`config.mk`:
```
export PLATFORM = sky130hd
export DESIGN_NAME = load_store_unit
export DESIGN_NICKNAME = d
export VERILOG_FILES = /design/src/rtl/load_store_unit.sv
export SDC_FILE = /design/constraint.sdc
export NUM_CORES = 1
export LEC_CHECK = 0
export ABC_CLOCK_PERIOD_IN_PS = 2900
export CORE_ASPECT_RATIO = 2
export CORE_MARGIN = 5
export CORE_UTILIZATION = 44
export CTS_CLUSTER_SIZE = 30
export DETAILED_ROUTE_END_ITERATION = 8
export MAX_ROUTING_LAYER = met4
export PLACE_DENSITY = 0.8
export SYNTH_ARGS = -nofsm -noshare
export SYNTH_HDL_FRONTEND = slang
export SYNTH_SLANG_ARGS = --single-unit
```
`constraint.sdc`:
```
create_clock -name clk -period 2.9 [get_ports clk]
set_input_delay 0.87 -clock clk [delete_from_list [all_inputs] [get_ports clk]]
set_output_delay 0.87 -clock clk [all_outputs]
set_load 0.01 [all_outputs]
```
`src/rtl/load_store_unit.sv`:
```
// Load/store unit: initiator side of the CPU data-memory port (1-cycle registered read, negedge write).
// Optional misalignment rejection is enabled by defining LSU_ALIGN_CHECK_EN.
module load_store_unit #(
  parameter int bus     = 32,
  parameter int memsize = 4096
) (
  input  logic           clk,
  input  logic           rst_n,
  input  logic           req_valid,
  output logic           req_ready,
  input  logic           req_we,
  input  logic [1:0]     req_size,
  input  logic           req_signed,
  input  logic [bus-1:0] req_addr,
  input  logic [bus-1:0] req_wdata,
  output logic           resp_valid,
  output logic [bus-1:0] resp_rdata,
  output logic           resp_err,
  output logic [bus-1:0] datain,
  output logic [bus-1:0] writedir,
  output logic [bus-1:0] readdir,
  input  logic [bus-1:0] dataout,
  output logic           MRE,
  output logic           MWE
);

  typedef enum logic [2:0] {IDLE, RD, MERGE, CAP, WR, DONE} state_t;

  localparam logic [bus-1:0] MEM_WORDS = bus'(memsize);

  state_t         state_q;
  logic           we_q;
  logic [1:0]     size_q;
  logic           signed_q;
  logic [1:0]     off_q;
  logic [bus-1:0] addr_q;
  logic [bus-1:0] wdata_q;
  logic [bus-1:0] datain_q;
  logic [bus-1:0] resp_rdata_q;
  logic           resp_valid_q;
  logic           resp_err_q;
  logic           mre_q;
  logic           mwe_q;

  logic           err_d;
  logic [bus-1:0] rdata_d;
  logic [bus-1:0] merge_d;

  // Pick the addressed byte/half out of a word and extend it to 32 bits.
  function automatic logic [31:0] lane_extract(input logic [31:0] word, input logic [1:0] off,
                                               input logic [1:0] size, input logic sgn);
    logic [7:0]  b;
    logic [15:0] h;
    logic [31:0] r;
    b = 8'h00;
    r = 32'h0000_0000;
    case (off)
      2'd0:    b = word[7:0];
      2'd1:    b = word[15:8];
      2'd2:    b = word[23:16];
      default: b = word[31:24];
    endcase
    h = off[1] ? word[31:16] : word[15:0];
    case (size)
      2'b00:   r = {{24{sgn & b[7]}}, b};
      2'b01:   r = {{16{sgn & h[15]}}, h};
      default: r = word;
    endcase
    return r;
  endfunction

  // Overlay the store's low byte/half onto the addressed lane, keeping the others.
  function automatic logic [31:0] lane_merge(input logic [31:0] word, input logic [31:0] wdata,
                                             input logic [1:0] off, input logic [1:0] size);
    logic [31:0] r;
    r = word;
    if (size == 2'b00) begin
      case (off)
        2'd0:    r[7:0]   = wdata[7:0];
        2'd1:    r[15:8]  = wdata[7:0];
        2'd2:    r[23:16] = wdata[7:0];
        default: r[31:24] = wdata[7:0];
      endcase
    end else begin
      if (off[1]) r[31:16] = wdata[15:0];
      else        r[15:0]  = wdata[15:0];
    end
    return r;
  endfunction

  // Reject illegal size, out-of-range word index and (optionally) misaligned requests.
  always_comb begin
    err_d = 1'b0;
    if (req_size == 2'b11) begin
      err_d = 1'b1;
    end else if ({2'b00, req_addr[bus-1:2]} >= MEM_WORDS) begin
      err_d = 1'b1;
`ifdef LSU_ALIGN_CHECK_EN
    end else if ((req_size == 2'b10) && (req_addr[1:0] != 2'b00)) begin
      err_d = 1'b1;
    end else if ((req_size == 2'b01) && req_addr[0]) begin
      err_d = 1'b1;
`endif
    end else begin
      err_d = 1'b0;
    end
  end

  assign rdata_d = lane_extract(dataout, off_q, size_q, signed_q);
  assign merge_d = lane_merge(dataout, wdata_q, off_q, size_q);

  // Request sequencer with registered memory strobes and response.
  always_ff @(posedge clk or negedge rst_n) begin
    if (!rst_n) begin
      state_q      <= IDLE;
      we_q         <= 1'b0;
      size_q       <= 2'b00;
      signed_q     <= 1'b0;
      off_q        <= 2'b00;
      addr_q       <= '0;
      wdata_q      <= '0;
      datain_q     <= '0;
      resp_rdata_q <= '0;
      resp_valid_q <= 1'b0;
      resp_err_q   <= 1'b0;
      mre_q        <= 1'b0;
      mwe_q        <= 1'b0;
    end else begin
      case (state_q)
        IDLE: begin
          if (req_valid) begin
            we_q         <= req_we;
            size_q       <= req_size;
            signed_q     <= req_signed;
            off_q        <= req_addr[1:0];
            addr_q       <= {req_addr[bus-1:2], 2'b00};
            wdata_q      <= req_wdata;
            resp_rdata_q <= '0;
            if (err_d) begin
              state_q      <= DONE;
              resp_valid_q <= 1'b1;
              resp_err_q   <= 1'b1;
            end else if (req_we && (req_size == 2'b10)) begin
              state_q  <= WR;
              datain_q <= req_wdata;
              mwe_q    <= 1'b1;
            end else begin
              // Loads and sub-word stores both need the current word first.
              state_q <= RD;
              mre_q   <= 1'b1;
            end
          end else begin
            state_q <= IDLE;
          end
        end
        RD: begin
          mre_q   <= 1'b0;
          state_q <= we_q ? MERGE : CAP;
        end
        MERGE: begin
          datain_q <= merge_d;
          mwe_q    <= 1'b1;
          state_q  <= WR;
        end
        CAP: begin
          resp_rdata_q <= rdata_d;
          resp_valid_q <= 1'b1;
          state_q      <= DONE;
        end
        WR: begin
          mwe_q        <= 1'b0;
          resp_valid_q <= 1'b1;
          state_q      <= DONE;
        end
        DONE: begin
          resp_valid_q <= 1'b0;
          resp_err_q   <= 1'b0;
          state_q      <= IDLE;
        end
        default: begin
          state_q      <= IDLE;
          mre_q        <= 1'b0;
          mwe_q        <= 1'b0;
          resp_valid_q <= 1'b0;
          resp_err_q   <= 1'b0;
        end
      endcase
    end
  end

  assign req_ready  = (state_q == IDLE);
  assign resp_valid = resp_valid_q;
  assign resp_rdata = resp_rdata_q;
  assign resp_err   = resp_err_q;
  assign datain     = datain_q;
  // The memory indexes writes with readdir, so both addresses share one register.
  assign writedir   = addr_q;
  assign readdir    = addr_q;
  assign MRE        = mre_q;
  assign MWE        = mwe_q;

endmodule
```
; Word-level counts from Yosys, hierarchy flattened
; Index checks and enable logic that the tools add are counted.
[op_classes]
n_reduce_logical = 19
bitwise = 6
n_lt_le_gt_ge = 1
mux = 35
eq_ne = 15
[ops]
columns = op, count
row1 = $pmux 32 s2, 3
row2 = $mux 32, 5
row3 = $mux 16, 3
row4 = $mux 8, 4
row5 = $ge 30x13->1 const B, 1
row6 = $pmux 8 s3, 1
row7 = $pmux 3 s4, 1
row8 = $reduce_and 4->1, 3
row9 = $mux 1, 11
row10 = $mux 3, 3
row11 = $reduce_or 4->1, 2
row12 = $eq 2x2->1 const B, 3
row13 = $eq 3x2->1 const B, 2
row14 = $eq 3x3->1 const B, 2
row15 = $ne 2x2->1 const B, 3
row16 = $pmux 1 s3, 2
row17 = $reduce_and 3->1, 2
row18 = $reduce_or 3->1, 2
row19 = $eq 2x1->1 const B, 2
row20 = $logic_not 2->1, 2
row21 = $ne 2x1->1 const B, 2
row22 = $not 1->1, 4
row23 = $pmux 1 s2, 2
row24 = $reduce_and 2->1, 2
row25 = 6 further kinds, 9
[word_totals]
register_bits = 123
input_bits = 103
wordCells = 89
out_inout_bits = 133

; Depth between registers and ports, before layout
[logic_depth]
word_depth = 6
mapped_depth = 8
ltp_nobuf = 4

; Worst setup path after synthesis
; OpenSTA, ideal clock, no wires.
[synth_path]
kind = input -> register
from = input req_valid
to = register datain_q[10] (netlist: datain[10])
setup_ps = 123
setup_slack_ps = 262
path_buffers = 2
cell_stages = 6
t_arrival_ps = 2515
required_time_ps = 2777
path_cell_list = or3b_4 -> or2_1 -> buf_6 -> or4_4 -> buf_6 -> o221a_1
[synth_between]
elab_chain_len = 2
[synth_lines]
columns = element, line_no
row1 = start: declaration, 9  ; input logic req_valid,
row2 = $ne 2x2->1 (no line), --
row3 = $reduce_and 4->1 (no line), --
row4 = end signal: assignment, 145  ; datain_q <= req_wdata;
row5 = end signal: assignment, 161  ; datain_q <= merge_d;
row6 = end: declaration, 38  ; logic [bus-1:0] datain_q;
; No other way between the ends.
; A chain may end at the register's enable or synchronous reset.

; Worst setup path in the final report
[layout_path]
from = input req_valid
to = register datain_q[29] (netlist: datain[29])
; Same word-level chain as after synthesis.

==> Flow_metrics.wiki <==
{| class="wikitable"
! Metric !! Value
|-
| Routing usage on met3 || 7.234%
|-
| Final Cycle Share || 92.09%
|-
| Fraction of registers with async set or reset after synthesis || 100.0%
|-
| Data arrival time of the worst path || 2.97 ns
|-
| Unrepaired setup endpoints after global routing || false
|-
| Routed vias || 5,718
|-
| Number of max-slew violations in the final report || 0
|-
| Total half-perimeter wirelength after legalization and detailed placement || 16,660 um
|-
| Hold Fails Final Rpt || 0
|-
| Number of post-CTS setup repair buffers || 0
|-
| Vias in the first global route || 6,148
|-
| Critical path launch point type || primary input
|-
| First DRT Iteration DRCs || 320
|-
| Busiest grt layer || met2
|-
| Placement-stage cell area || 8536 um2
|-
| Pin count of the biggest net entering global routing || 47
|-
| Category of the worst setup path capture point || register
|-
| Count of synthesis-stage warnings from yosys || 0
|-
| Aggregate global-route resource usage || 27.27%
|-
| Commonest non-fill, non-tap cells in the layout || clkdlybuf4s50_1, dfrtp_1, nand2_1
|-
| Final-layout setup total negative slack || 0 ns
|-
| Mean instance size in the synthesized netlist || 10.55 um2
|-
| Ratio of routed vias to standard cells || 5.793
|-
| Met2 capacity usage during global routing || 46.70%
|-
| Sum of overflow across all layers after global routing || 0
|-
| Filler instances || 1,070
|-
| Antenna-violating nets left || 0
|-
| Cell Rows || 61
|-
| Area added between synthesis and finish || 47.99%
|-
| Filler-free cell count of the finished design || 987
|-
| Cell variety after synth || 43
|-
| Prevailing post-synth register cell || dfrtp_1
|-
| Skew final || 0.007712 ns
|-
| Maximum Capacitance Violations || 0
|-
| Crit-path max FO || 22
|-
| Die span in y || 177.2 um
|-
| Wire length of the first global-routing pass || 33,110 um
|-
| Fraction of layout instances using a drive strength above 1 || 15.66%
|-
| Clock transition at the registers of the reported paths || 0.06 ns
|-
| Total I/O pin count || 236
|-
| Total of buffers placed on input and output ports || 231
|-
| Transition time at the pin with the least slew margin || 1.109 ns
|-
| Max Fclk || 0.3745 GHz
|-
| Utilization after layout || 65.92%
|-
| Core ar. || 13,810 um2
|-
| Number of antenna violations at the first check in global routing || 0
|-
| Sink Count || 123
|-
| Total DRC errors in the routed layout || 0
|-
| Root buf cell || clkbuf_16
|-
| Gate Count Post-Synth || 583
|-
| Setup Viol. Count Final || 0
|-
| Fin crit period || 2.670 ns
|-
| Placed cell count || 955
|-
| Number of clock buffers inserted by TritonCTS || 17
|-
| EDFF count, synth || 0
|-
| Number of antenna repair diodes || 0
|-
| Lkg Pwr || 3.719 nW
|-
| Combined flip-flop and latch cell area || 3078 um2
|-
| Die outline area || 16,590 um2
|-
| Run status || complete, no violations
|-
| Final weighted congestion in routability-driven placement || 0.9435
|-
| Hold-fix buffers, CTS || 0
|-
| Number of resized instances in the post-cts repair step || 0
|-
| Peak VDD IR || 598.3 uV
|-
| Wire length after detailed routing || 21,790 um
|-
| TritonCTS clock tree || done
|-
| Number of levels in the clock H-tree || 4
|-
| Final net count || 888
|-
| Area of the multi-input gates || 2626 um2
|-
| Later-pin clock latency in the skew report || 0.41 ns
|-
| Most common library cell in the layout ignoring fill and taps || clkdlybuf4s50_1
|-
| Post-synthesis instance area || 6153 um2
|-
| Relative slew margins || 25.78%
|-
| Met1 track demand over resource in global routing || 27.43%
|-
| Horizontal die dimension || 93.62 um
|-
| Number of synthesized register bits || 123
|-
| Worst Path Class, Setup || primary input to register
|-
| Worst path required time || 3.20 ns
|-
| Final Instance Area || 9106 um2
|-
| Total Power || 10.57 mW
|-
| DR pass1 iterations || 5
|-
| Pwr per Cell Area || 1161 nW/um2
|-
| Maximum number of buffers from clock root to sink || 2
|-
| Sequential fraction of the synthesis area || 50.02%
|-
| Wirelength per Cell || 22.08 um
|-
| Hold Path Class || primary input to async pin
|-
| Initial Utilization || 44.54%
|}
==> critical path, cell delays in order <==
cell and delay, ns:
clkdlybuf4s50_1 0.47, or3b_4 0.38, or2_1 0.24, or4_4 0.69, o221a_2 0.32
==> area by class of cell <==
class	instances	share of cell area (%)
sequential	123	33.80
multi-input combinational	376	28.84
timing repair buffer	261	28.25
clock buffer	20	5.015
tap	189	2.597
clock inverter	12	1.250
inverter	6	0.2473
==> routing by layer <==
metal	part of all wire, %	vias up
met5	0	-
li1	-	2533
met1	34	2775
met2	54	320
met3	6.9	90
met4	5.4	0
==> per-stage QoR <==
stage / worst slack, ns / hold WS [ns]
floorplan: 0.2619 / 0.4811
global route: 0.1843 / 0.4803
detailed placement: -0.2032 / 0.4730
global placement: -0.1718 / 0.4669
finish: 0.2295 / 0.4505
CTS: 0.2320 / 0.4713
==> final timing paths <==
kind	from	end	slack [ns]	cells after the start
setup / recovery	req_valid	datain[29]	0.23	5
hold / removal	rst_n	datain[4]	0.45	1
setup reg to reg	size_q[1]	resp_rdata[23]	0.37	3
hold reg to reg	resp_err	resp_err	0.49	2
max in group asynchronous	rst_n	datain[2]	1.77	2
min in group clk	resp_err	resp_err	0.49	2
==> state kept, by name, indices dropped and copies added, names as in the netlist, 2 cells and up <==
| name | flops |
|---|---|
| readdir | 30 |
| off_q | 2 |
| size_q | 2 |
| state_q | 3 |
| resp_rdata | 32 |
| datain | 32 |
| wdata_q | 16 |
==> cells by family after synthesis <==
family | count (synthesis) | share of synthesized area [%]
compound gates | 170 | 20.92
simple gates | 152 | 11.79
flops | 123 | 50.02
buf+inv | 87 | 7.869
mux | 50 | 9.333
other cells | 1 | 0.06094
==> power breakdown <==
group	switching, mW	internal [mW]	total, mW
sequential	0.773	2.57	3.35
combinational	2.36	2.83	5.19
clock	0.799	1.23	2.03
==> synth_stat cells (2+ instances only) <==
| cell | count | share of area, % |
|---|---|---|
| a211oi_1 | 10 | 1.2 |
| or3_1 | 6 | 0.61 |
| a221o_1 | 17 | 2.8 |
| o221a_1 | 20 | 3.7 |
| nor3b_1 | 4 | 0.49 |
| mux2_2 | 49 | 9.0 |
| dfrtp_1 | 123 | 50 |
| a31oi_1 | 10 | 1.0 |
| nor4_1 | 4 | 0.41 |
| o2bb2ai_1 | 16 | 2.3 |
| inv_1 | 6 | 0.37 |
| nand2_1 | 74 | 4.5 |
| buf_6 | 4 | 0.73 |
| a21oi_1 | 9 | 0.73 |
| o221ai_1 | 2 | 0.28 |
| buf_1 | 2 | 0.12 |
| o21a_1 | 2 | 0.24 |
| and3b_1 | 8 | 1.1 |
| nor2_1 | 17 | 1.0 |
| buf_4 | 34 | 4.1 |
| nand3_1 | 24 | 2.0 |
| nor3_1 | 5 | 0.41 |
| a211o_1 | 6 | 0.85 |
| o21ai_0 | 47 | 3.8 |
| nand2b_1 | 2 | 0.20 |
| or2_2 | 2 | 0.20 |
| o221a_2 | 2 | 0.37 |
| o211ai_1 | 16 | 2.0 |
| a22oi_1 | 8 | 0.98 |
| clkbuf_1 | 41 | 2.5 |
No activity file was read; power rests on OpenSTA's default activity.
